$ cat src/rtl/fir_pkg.sv
// Shared definitions for the FIR core: default sizes, ALU op codes and the
// tap sequencer state encoding.
package fir_pkg;

    localparam int DEF_NTAPS   = 16;
    localparam int DEF_DW      = 16;
    localparam int DEF_ACC_W   = 32;
    localparam int DEF_ALU_LAT = 2;

    // Operation codes understood by the alu block.
    localparam logic [1:0] OP_ADD = 2'b00;
    localparam logic [1:0] OP_MUL = 2'b01;

    typedef enum logic [1:0] {
        IDLE  = 2'b00,
        ISSUE = 2'b01,
        DRAIN = 2'b10,
        DONE  = 2'b11
    } state_t;

endpackage

$ cat src/rtl/fir_tap_sequencer_if.sv
// Bus bundle between the tap sequencer and its environment: sample input
// handshake, coefficient write port, ALU operand/result path and output word.
// The slave modport is the sequencer's view, master is the environment's.
interface fir_tap_sequencer_if
    import fir_pkg::*;
#(
    parameter int NTAPS = DEF_NTAPS,
    parameter int DW    = DEF_DW,
    parameter int ACC_W = DEF_ACC_W
) ();

    localparam int AW = $clog2(NTAPS);

    logic                    coef_wr_en;
    logic [AW-1:0]           coef_wr_addr;
    logic signed [DW-1:0]    coef_wr_data;
    logic                    in_valid;
    logic                    in_ready;
    logic signed [DW-1:0]    in_sample;
    logic signed [DW-1:0]    alu_a;
    logic signed [DW-1:0]    alu_b;
    logic [1:0]              alu_op_sel;
    logic signed [ACC_W-1:0] alu_result;
    logic                    out_valid;
    logic signed [ACC_W-1:0] out_data;

    modport master (
        output coef_wr_en, coef_wr_addr, coef_wr_data,
        output in_valid, in_sample, alu_result,
        input  in_ready, alu_a, alu_b, alu_op_sel, out_valid, out_data
    );

    modport slave (
        input  coef_wr_en, coef_wr_addr, coef_wr_data,
        input  in_valid, in_sample, alu_result,
        output in_ready, alu_a, alu_b, alu_op_sel, out_valid, out_data
    );

endinterface

$ cat src/rtl/fir_delay_line.sv
// Circular sample buffer. A write stores the sample at the write pointer,
// remembers that slot as the newest (base) and advances the pointer. The read
// port returns x[n-k] = samples[(base - k) mod NTAPS]; NTAPS must be a power
// of two so the modulo is plain pointer wrap.
module fir_delay_line
    import fir_pkg::*;
#(
    parameter int NTAPS = DEF_NTAPS,
    parameter int DW    = DEF_DW,
    localparam int AW   = $clog2(NTAPS)
) (
    input  logic                 clk,
    input  logic                 rst,
    input  logic                 clr,
    input  logic                 wr_en,
    input  logic signed [DW-1:0] wr_data,
    input  logic [AW-1:0]        rd_k,
    output logic signed [DW-1:0] rd_data
);

    logic signed [DW-1:0] samples_r [NTAPS];
    logic [AW-1:0]        wp_r;
    logic [AW-1:0]        base_r;
    logic [AW-1:0]        rd_idx_s;

    // Sample storage and pointers; clr empties the history.
    always_ff @(posedge clk or negedge rst) begin
        if (!rst) begin
            for (int i = 0; i < NTAPS; i++) samples_r[i] <= '0;
            wp_r   <= '0;
            base_r <= '0;
        end else if (clr) begin
            for (int i = 0; i < NTAPS; i++) samples_r[i] <= '0;
            wp_r   <= '0;
            base_r <= '0;
        end else if (wr_en) begin
            samples_r[wp_r] <= wr_data;
            base_r          <= wp_r;
            wp_r            <= wp_r + 1'b1;
        end else begin
            wp_r   <= wp_r;
            base_r <= base_r;
        end
    end

    // Combinational read of the k-th most recent sample.
    always_comb begin
        rd_idx_s = base_r - rd_k;
        rd_data  = samples_r[rd_idx_s];
    end

endmodule

$ cat src/rtl/fir_tap_sequencer.sv
// FIR tap sequencer: accepts one sample at a time, issues NTAPS signed
// multiplies to the downstream ALU, accumulates the products that return
// ALU_LAT cycles later and emits one filtered word per sample.
// ALU operands are registered, so the operands for tap 0 are loaded on the
// acceptance edge straight from in_sample (bypassing the delay line write).
module fir_tap_sequencer
    import fir_pkg::*;
#(
    parameter int NTAPS   = DEF_NTAPS,
    parameter int DW      = DEF_DW,
    parameter int ACC_W   = DEF_ACC_W,
    parameter int ALU_LAT = DEF_ALU_LAT
) (
    input  logic                  clk,
    input  logic                  rst,
    input  logic                  clr,
    output logic                  busy,
    fir_tap_sequencer_if.slave    bus
);

    localparam int AW  = $clog2(NTAPS);
    localparam int DCW = (ALU_LAT > 1) ? $clog2(ALU_LAT) : 1;

    state_t                  state_r;
    logic [AW-1:0]           tap_r;
    logic [DCW-1:0]          drain_r;
    logic signed [DW-1:0]    coef_r [NTAPS];
    logic signed [ACC_W-1:0] acc_r;
    logic [ALU_LAT-1:0]      pipe_r;
    logic                    in_ready_r;
    logic                    busy_r;
    logic signed [DW-1:0]    alu_a_r;
    logic signed [DW-1:0]    alu_b_r;
    logic [1:0]              op_r;
    logic                    out_valid_r;
    logic signed [ACC_W-1:0] out_data_r;

    logic                    accept_s;
    logic                    coef_we_s;
    logic signed [DW-1:0]    coef0_s;
    logic [AW-1:0]           next_tap_s;
    logic signed [DW-1:0]    rd_data_s;
    logic                    issuing_s;
    logic signed [ACC_W-1:0] acc_next_s;

    fir_delay_line #(
        .NTAPS (NTAPS),
        .DW    (DW)
    ) u_delay_line (
        .clk     (clk),
        .rst     (rst),
        .clr     (clr),
        .wr_en   (accept_s),
        .wr_data (bus.in_sample),
        .rd_k    (next_tap_s),
        .rd_data (rd_data_s)
    );

    // Handshake decode and tap-0 coefficient forwarding for a same-cycle write.
    always_comb begin
        accept_s   = bus.in_valid & in_ready_r & ~clr;
        coef_we_s  = bus.coef_wr_en & (state_r == IDLE);
        next_tap_s = tap_r + 1'b1;
        issuing_s  = (op_r == OP_MUL);
        if (coef_we_s && (bus.coef_wr_addr == '0)) begin
            coef0_s = bus.coef_wr_data;
        end else begin
            coef0_s = coef_r[0];
        end
    end

    // Next accumulator value: add the product that is returning this cycle.
    always_comb begin
        if (pipe_r[ALU_LAT-1]) begin
            acc_next_s = acc_r + bus.alu_result;
        end else begin
            acc_next_s = acc_r;
        end
    end

    // Coefficient register file; writable only while idle, kept across clr.
    always_ff @(posedge clk or negedge rst) begin
        if (!rst) begin
            for (int i = 0; i < NTAPS; i++) coef_r[i] <= '0;
        end else if (coef_we_s) begin
            coef_r[bus.coef_wr_addr] <= bus.coef_wr_data;
        end else begin
            coef_r[0] <= coef_r[0];
        end
    end

    // Product-return tracker and accumulator.
    always_ff @(posedge clk or negedge rst) begin
        if (!rst) begin
            pipe_r <= '0;
            acc_r  <= '0;
        end else if (clr) begin
            pipe_r <= '0;
            acc_r  <= '0;
        end else if (accept_s) begin
            pipe_r <= (pipe_r << 1) | ALU_LAT'(issuing_s);
            acc_r  <= '0;
        end else begin
            pipe_r <= (pipe_r << 1) | ALU_LAT'(issuing_s);
            acc_r  <= acc_next_s;
        end
    end

    // Control FSM with registered handshake, ALU operand and output registers.
    always_ff @(posedge clk or negedge rst) begin
        if (!rst) begin
            state_r     <= IDLE;
            tap_r       <= '0;
            drain_r     <= '0;
            in_ready_r  <= 1'b1;
            busy_r      <= 1'b0;
            alu_a_r     <= '0;
            alu_b_r     <= '0;
            op_r        <= OP_ADD;
            out_valid_r <= 1'b0;
            out_data_r  <= '0;
        end else if (clr) begin
            state_r     <= IDLE;
            tap_r       <= '0;
            drain_r     <= '0;
            in_ready_r  <= 1'b1;
            busy_r      <= 1'b0;
            alu_a_r     <= '0;
            alu_b_r     <= '0;
            op_r        <= OP_ADD;
            out_valid_r <= 1'b0;
        end else begin
            case (state_r)
                IDLE: begin
                    out_valid_r <= 1'b0;
                    if (accept_s) begin
                        state_r    <= ISSUE;
                        tap_r      <= '0;
                        in_ready_r <= 1'b0;
                        busy_r     <= 1'b1;
                        alu_a_r    <= bus.in_sample;
                        alu_b_r    <= coef0_s;
                        op_r       <= OP_MUL;
                    end else begin
                        state_r    <= IDLE;
                    end
                end
                ISSUE: begin
                    if (tap_r == AW'(NTAPS - 1)) begin
                        state_r <= DRAIN;
                        drain_r <= '0;
                        alu_a_r <= '0;
                        alu_b_r <= '0;
                        op_r    <= OP_ADD;
                    end else begin
                        tap_r   <= next_tap_s;
                        alu_a_r <= rd_data_s;
                        alu_b_r <= coef_r[next_tap_s];
                        op_r    <= OP_MUL;
                    end
                end
                DRAIN: begin
                    if (drain_r == DCW'(ALU_LAT - 1)) begin
                        state_r     <= DONE;
                        out_valid_r <= 1'b1;
                        out_data_r  <= acc_next_s;
                    end else begin
                        drain_r     <= drain_r + 1'b1;
                    end
                end
                DONE: begin
                    state_r     <= IDLE;
                    out_valid_r <= 1'b0;
                    in_ready_r  <= 1'b1;
                    busy_r      <= 1'b0;
                end
                default: begin
                    state_r     <= IDLE;
                    in_ready_r  <= 1'b1;
                    busy_r      <= 1'b0;
                    alu_a_r     <= '0;
                    alu_b_r     <= '0;
                    op_r        <= OP_ADD;
                    out_valid_r <= 1'b0;
                end
            endcase
        end
    end

    assign bus.in_ready   = in_ready_r;
    assign bus.alu_a      = alu_a_r;
    assign bus.alu_b      = alu_b_r;
    assign bus.alu_op_sel = op_r;
    assign bus.out_valid  = out_valid_r;
    assign bus.out_data   = out_data_r;
    assign busy           = busy_r;

endmodule

$ cat src/flat_wrapper.sv
// flat-port wrapper written by rule: the top's interface ports become plain ports
module fir_tap_sequencer_flat import fir_pkg::*;
#(
    parameter int NTAPS   = DEF_NTAPS,
    parameter int DW      = DEF_DW,
    parameter int ACC_W   = DEF_ACC_W,
    parameter int ALU_LAT = DEF_ALU_LAT
)
  (clk, rst, clr, busy, bus_coef_wr_en, bus_coef_wr_addr, bus_coef_wr_data, bus_in_valid, bus_in_sample, bus_alu_result, bus_in_ready, bus_alu_a, bus_alu_b, bus_alu_op_sel, bus_out_valid, bus_out_data);
  fir_tap_sequencer_if #(.NTAPS(NTAPS), .DW(DW), .ACC_W(ACC_W)) bus_i ();
  input  logic clk;
  input  logic rst;
  input  logic clr;
  output logic busy;
  input wire logic [$bits(bus_i.coef_wr_en)-1:0] bus_coef_wr_en;
  input wire logic [$bits(bus_i.coef_wr_addr)-1:0] bus_coef_wr_addr;
  input wire logic [$bits(bus_i.coef_wr_data)-1:0] bus_coef_wr_data;
  input wire logic [$bits(bus_i.in_valid)-1:0] bus_in_valid;
  input wire logic [$bits(bus_i.in_sample)-1:0] bus_in_sample;
  input wire logic [$bits(bus_i.alu_result)-1:0] bus_alu_result;
  output wire logic [$bits(bus_i.in_ready)-1:0] bus_in_ready;
  output wire logic [$bits(bus_i.alu_a)-1:0] bus_alu_a;
  output wire logic [$bits(bus_i.alu_b)-1:0] bus_alu_b;
  output wire logic [$bits(bus_i.alu_op_sel)-1:0] bus_alu_op_sel;
  output wire logic [$bits(bus_i.out_valid)-1:0] bus_out_valid;
  output wire logic [$bits(bus_i.out_data)-1:0] bus_out_data;
  assign bus_i.coef_wr_en = bus_coef_wr_en;
  assign bus_i.coef_wr_addr = bus_coef_wr_addr;
  assign bus_i.coef_wr_data = bus_coef_wr_data;
  assign bus_i.in_valid = bus_in_valid;
  assign bus_i.in_sample = bus_in_sample;
  assign bus_i.alu_result = bus_alu_result;
  assign bus_in_ready = bus_i.in_ready;
  assign bus_alu_a = bus_i.alu_a;
  assign bus_alu_b = bus_i.alu_b;
  assign bus_alu_op_sel = bus_i.alu_op_sel;
  assign bus_out_valid = bus_i.out_valid;
  assign bus_out_data = bus_i.out_data;
  fir_tap_sequencer #(.NTAPS(NTAPS), .DW(DW), .ACC_W(ACC_W), .ALU_LAT(ALU_LAT)) u_core (.clk(clk), .rst(rst), .clr(clr), .busy(busy), .bus(bus_i));
endmodule
$ cat config.mk
export PLATFORM = sky130hd
export DESIGN_NAME = fir_tap_sequencer_flat
export DESIGN_NICKNAME = d
export VERILOG_FILES = /design/src/rtl/fir_pkg.sv /design/src/rtl/fir_tap_sequencer_if.sv /design/src/rtl/fir_delay_line.sv /design/src/rtl/fir_tap_sequencer.sv /design/src/flat_wrapper.sv
export SDC_FILE = /design/constraint.sdc
export NUM_CORES = 1
export LEC_CHECK = 0
export BUFFER_PORTS_ARGS = -buffer_cell sky130_fd_sc_hd__buf_2
export CORE_AREA = 5 5 328 250
export CTS_CLUSTER_DIAMETER = 60
export DETAILED_ROUTE_END_ITERATION = 10
export DIE_AREA = 0 0 333 255
export PLACE_DENSITY = 0.6
export SKIP_LAST_GASP = 1
export SYNTH_ARGS = -nofsm -noshare
export SYNTH_HDL_FRONTEND = slang
export SYNTH_HIERARCHICAL = 1
export SYNTH_SLANG_ARGS = --single-unit
export TNS_END_PERCENT = 30
$ cat constraint.sdc
create_clock -name clk -period 9.9 [get_ports clk]
set_input_delay 2.97 -clock clk [delete_from_list [all_inputs] [get_ports clk]]
set_output_delay 2.97 -clock clk [all_outputs]
set_load 0.02 [all_outputs]
# After elaboration in Yosys (flattened, before gate mapping)
# Index checks and enable logic that the tools add are counted.
dict set report word_totals {
  inputBits 73
  regBits 630
  elab_cells 150
}
dict set report classes {
  n_eq_ne 9
  add_sub_neg 5
  reduce_logical 18
  order_cmp 6
  muxes 57
  bitwise_logic 9
}
# op count
set ops {}
lappend ops {{256-bit bitwise mux} 2}
lappend ops {{256-bit two-way mux} 2}
lappend ops {{16-bit two-way mux} 13}
lappend ops {{16-bit binary-select mux with 4-bit select} 2}
lappend ops {{16-bit demux with 4-bit select} 2}
lappend ops {{32-bit two-way mux} 3}
lappend ops {{16-bit one-hot mux with 2 select lines} 2}
lappend ops {{32-bit adder} 1}
lappend ops {{4-bit two-way mux} 7}
lappend ops {{5-bit greater-or-equal comparator (second input constant)} 4}
lappend ops {{4-bit NOT with 5-bit output} 4}
lappend ops {{2-bit two-way mux} 6}
lappend ops {{3-bit nonzero test} 4}
lappend ops {{1-bit two-way mux} 11}
lappend ops {{5-bit by 1-bit less-than comparator with 1-bit output (second input constant)} 2}
lappend ops {{2-bit AND reduction} 5}
lappend ops {{3-bit by 2-bit != test with 1-bit output (second input constant)} 3}
lappend ops {{4-bit by 1-bit adder with 4-bit output (second input constant)} 2}
lappend ops {{1-bit one-hot mux with 2 select lines} 4}
lappend ops {{2-bit one-hot mux with 4 select lines} 1}
lappend ops {{4-bit one-hot mux with 2 select lines} 1}
lappend ops {{3-bit AND reduction} 2}
lappend ops {{2-bit by 1-bit equality test with 1-bit output (second input constant)} 2}
lappend ops {{2-bit equality test (second input constant)} 2}
lappend ops {{13 further kinds} 17}

# Longest topological paths before layout
dict set report logic_depth {
  ltp_word 9
  mapped_depth 15
  mapped_depth_nobuf 11
}

# Modules after synthesis
# The synthesis kept the hierarchy.
# mod seq_area_each_um2 area_per_inst_um2 cells_per_inst n_inst
set by_module_without_submodules {}
lappend by_module_without_submodules {fir_tap_sequencer 9135.0 17735.8 1342 1}
lappend by_module_without_submodules {fir_delay_line 6606.3 13296.5 1411 1}

# Least setup slack after synthesis
# Ideal clock, no wire load.
dict set report synth_timing {
  path_kind {in2reg}
  startpoint {in bus_alu_result[0]}
  endpoint {reg u_core.out_data_r[24], in the netlist u_core/bus.out_data[24]}
  setup_ps 133
  path_slack_ps 4742
  t_arrival_ps 5025
  cell_stages 11
  path_buffers 0
  path_cell_list {ha_1 > fa_1 > a21oi_1 > nor3b_1 > o221ai_1 > and3_1 > o21ai_1 > a311oi_1 > o21ai_1 > mux2i_1 > o211ai_1}
}
dict set report synth_via {
  elab_chain_cells 2
}
# item line_no
set synth_lines {}
lappend synth_lines {{start, declared} flat_wrapper.sv:20} ;# input wire logic [$bits(bus_i.alu_result)-1:0] bus_alu_result;
lappend synth_lines {{32-bit adder} fir_tap_sequencer.sv:75} ;# acc_next_s = acc_r + bus.alu_result;
lappend synth_lines {{32-bit two-way mux} fir_tap_sequencer.sv:74} ;# if (pipe_r[ALU_LAT-1]) begin
lappend synth_lines {{end signal, assigned} fir_tap_sequencer.sv:166} ;# out_data_r <= acc_next_s;
lappend synth_lines {{end, declared} fir_tap_sequencer.sv:36} ;# logic signed [ACC_W-1:0] out_data_r;
# No other way between the ends.
# A chain may end at the register's enable or synchronous reset.

# Final worst setup path
dict set report layout_timing {
  startpoint {in clr}
  endpoint {reg u_core/u_delay_line/samples_r[7] (netlist bit)}
}
dict set report layout_via {
  elab_chain_cells 3
  word_cells_on_any_way 4
  classes_between {mux (1); bitwise (2); reduce/logical (1)}
}
# item line_no
set layout_lines {}
lappend layout_lines {{start, declared} flat_wrapper.sv:13} ;# input logic clr;
lappend layout_lines {{1-bit NOT (no source line)} -}
lappend layout_lines {{1-bit AND} fir_tap_sequencer.sv:61} ;# accept_s = bus.in_valid & in_ready_r & ~clr;
lappend layout_lines {{named net u_core.accept_s} fir_tap_sequencer.sv:38} ;# logic accept_s;
lappend layout_lines {{2-bit nonzero test (no source line)} -}
lappend layout_lines {{end signal, assigned by index} fir_delay_line.sv:37} ;# samples_r[wp_r] <= wr_data;
lappend layout_lines {{end, declared} fir_delay_line.sv:21} ;# logic signed [DW-1:0] samples_r [NTAPS];
# The timed path passes the listed nets, and every way through them passes these cells.

==> results.json <==
{
  "yosys_register_bits": 629,
  "required_ns": 10.43,
  "peakVddDrop_mv": 0.109,
  "cts_buffer_depth": 3,
  "htree_levels": 3,
  "crit_path_max_fanout": 97,
  "fillers": 7202,
  "grtUsageTotal_pct": 20.0,
  "die_y_um": 255,
  "hold_buffers": 0,
  "crit_arrival_ns": 6.13,
  "setup_viol": 0,
  "cp_num_buf_inv": 2,
  "yosysWarnings": 6,
  "p_leak_nw": 14.9,
  "cellPowerDensity_nw_per_um2": 232,
  "end_kind": "register",
  "ys_async_sr_fraction_pct": 100,
  "fin_skew_ns": 0.0244,
  "rows": 89,
  "grt_pass1_wl_um": 135000,
  "crit_type": "in2reg",
  "drt_wl_total_um": 85400,
  "syn-instance-count": 2753,
  "first_iter_violations": 2114,
  "final_antenna_net_count": 0,
  "drcViolationCount": 0,
  "worst_path_max_delay_cell": "and2_1",
  "critPathLaunchType": "input pin",
  "cpLargestDelayFamily": "simple AND/OR/NAND/NOR gates",
  "viasPerCell": 5.68,
  "dr.pass1.iters": 6,
  "synth_nets": 2871,
  "final_cell_mix": "nand2_1, dfrtp_1, a21oi_1",
  "postCtsSetupBuffers": 0,
  "final_common_cell": "nand2_1",
  "tightest_slew_ns": 1.13,
  "worst_path_largest_cell_delay_ns": 0.84,
  "cts.repair.resized": 0,
  "cts_tree": "built",
  "status": "complete, no violations",
  "initial_utilization_pct": 39.7,
  "period_share_pct": 56.6,
  "finalNetCount": 2888,
  "multi_input_area_um2": 13900,
  "layout_setup_ws_ns": 4.29,
  "num_vias": 22000,
  "hp-class": "reg2reg",
  "tns_ns": 0,
  "antenna_found_initial": 4,
  "fmax_mhz": 178,
  "rsz0062_at_grt": "no",
  "ioPinCount": 142,
  "areaGrowthSynthToFinish_pct": 10.8,
  "core_area_um2": 78200,
  "grt.overflow.total": 0,
  "numPortBuffers": 140,
  "dieArea_um2": 84900,
  "grt_pass1_vias": 22500,
  "synth_edf_count": 0,
  "final_cell_area_um2": 34400,
  "synth_flop_cell": "dfrtp_1",
  "hpwlAfterDp_um": 52800,
  "maxSlewHeadroom_pct": 24.6,
  "drv_slew": 0,
  "clkSinkCount": 629,
  "ff_latch_area_um2": 15700,
  "whs_ns": 0.454,
  "synth_area_per_cell_um2": 11.3,
  "ctsRootBufferMaster": "clkbuf_16",
  "avgRoutedWirePerCell_um": 22.1,
  "routabilityCongestion": 0.798,
  "place_ws_ns": 3.72,
  "dpl_cell_area_um2": 32200,
  "hold_violations": 0,
  "die_w_um": 333,
  "syn_area_um2": 31000,
  "cts_made_buffers": 69,
  "layout_min_cycle_time_ns": 5.61,
  "drv_cap": 0,
  "path_clk_slew_ns": 0.06,
  "ys_seq_area_share_pct": 50.7,
  "grt_max_degree": 183,
  "drive_gt1_share_pct": 24.7,
  "clock_latency_ns": 0.63,
  "crit_chain": "clkbuf_8 > buf_4 > nor2_1 > and3_1 > and2_1 > nand2_1 > a21oi_1",
  "ys_types": 68
}
-- worst register-to-register path, delay by kind of cell (launching register included) --
| family | cells | cell delay, ns |
|---|---|---|
| flip-flops | 1 | 0.87 |
| adder cells (fa/ha/maj) | 2 | 0.82 |
| AO/OA/AOI/OAI | 4 | 1.07 |
| XOR/XNOR | 1 | 0.14 |
| AND/OR/NAND/NOR | 1 | 0.15 |
| buffers and inverters | 4 | 1.08 |
-- sequential cells by signal, summed over array words and instances, names as in the netlist --
signal	count
u_core/u_delay_line/wp_r	4
u_core/bus.in_ready	1
u_core/bus.alu_a	16
u_core/bus.out_valid	1
u_core/acc_r	32
u_core/drain_r	1
u_core/bus.alu_op_sel	1
u_core/pipe_r	2
u_core/coef_r	256
u_core/u_delay_line/base_r	4
u_core/state_r	2
u_core/tap_r	4
u_core/bus.alu_b	16
u_core/u_delay_line/samples_r	256
u_core/busy	1
u_core/bus.out_data	32
-- power breakdown --
part	internal (mW)	switching (mW)	leakage (nW)
Clock	1.46	1.08	1.09
Sequential	3.16	0.318	8.36
Combinational	0.978	0.955	5.49
-- synth_stat cells, types with 29 or more instances --
cell	instances	area [um2]
nand2_1	629	2360
dfrtp_1	628	15700
a21oi_1	295	1480
mux2_2	256	2880
mux4_2	116	2610
clkbuf_1	108	405
nor2_1	82	308
buf_2	51	255
inv_1	49	184
ha_1	43	538
buf_4	42	315
nand4_1	41	257
o21ai_0	41	205
a22o_1	29	254
mux2i_1	29	290
-- metal layers --
| metal | wire (um) | up-vias | global-route usage (%) |
|---|---|---|---|
| met3 | 5970 | 126 | 4.31 |
| met4 | 1970 | 4 | 5.25 |
| met1 | 37100 | 11400 | 27.5 |
| met2 | 40400 | 758 | 32.6 |
| li1 | - | 9686 | - |
| met5 | 17 | - | 0 |
-- cell type report --
cell class | count | area share [%]
Clock buffer | 96 | 5.64
Antenna cell | 2 | 0.0146
Tap cell | 1046 | 3.81
Timing Repair Buffer | 181 | 3.06
Sequential cell | 629 | 45.8
Clock inverter | 24 | 0.804
Inverter | 50 | 0.546
Multi-Input combinational cell | 1839 | 40.3
-- cells by family (layout without fill, tap and decap cells) --
logic type	count (synthesis)	after routing	share of synthesized area, %
and+or+nand+nor	859	859	11.6
DFF	629	629	50.7
AOI/OAI and AO/OA	469	469	8.79
muxes	429	429	21.0
buffers and inverters	285	351	4.95
adders and majority gates	45	45	1.86
xor gates and xnor gates	36	36	1.04
other	1	3	0.0121
-- path summary, 6_finish.rpt --
check / slack (ns) / startpoint / end / cells past startpoint
setup / recovery: 4.29 / clr / u_core/u_delay_line/samples_r[7] / 7
hold / removal: 0.45 / u_core/pipe_r[0] / u_core/pipe_r[1] / 1
setup reg to reg: 5.63 / u_core/tap_r[0] / u_core/bus.alu_a[7] / 12
hold reg to reg: 0.45 / u_core/pipe_r[0] / u_core/pipe_r[1] / 1
max in group asynchronous: 5.79 / rst / u_core/u_delay_line/samples_r[62] / 2
min in group asynchronous: 2.45 / rst / u_core/coef_r[60] / 1
-- through the flow --
step	instances	utilization [%]	total power [mW]
after floorplan	2753	-	4.88
after global placement	3745	41.1	5.36
after detailed placement	3745	41.1	5.48
after CTS	3865	44.0	8.05
after global routing	3866	44.0	8.36
final	3867	44.0	7.96
Power figures use the tool's default switching activity.
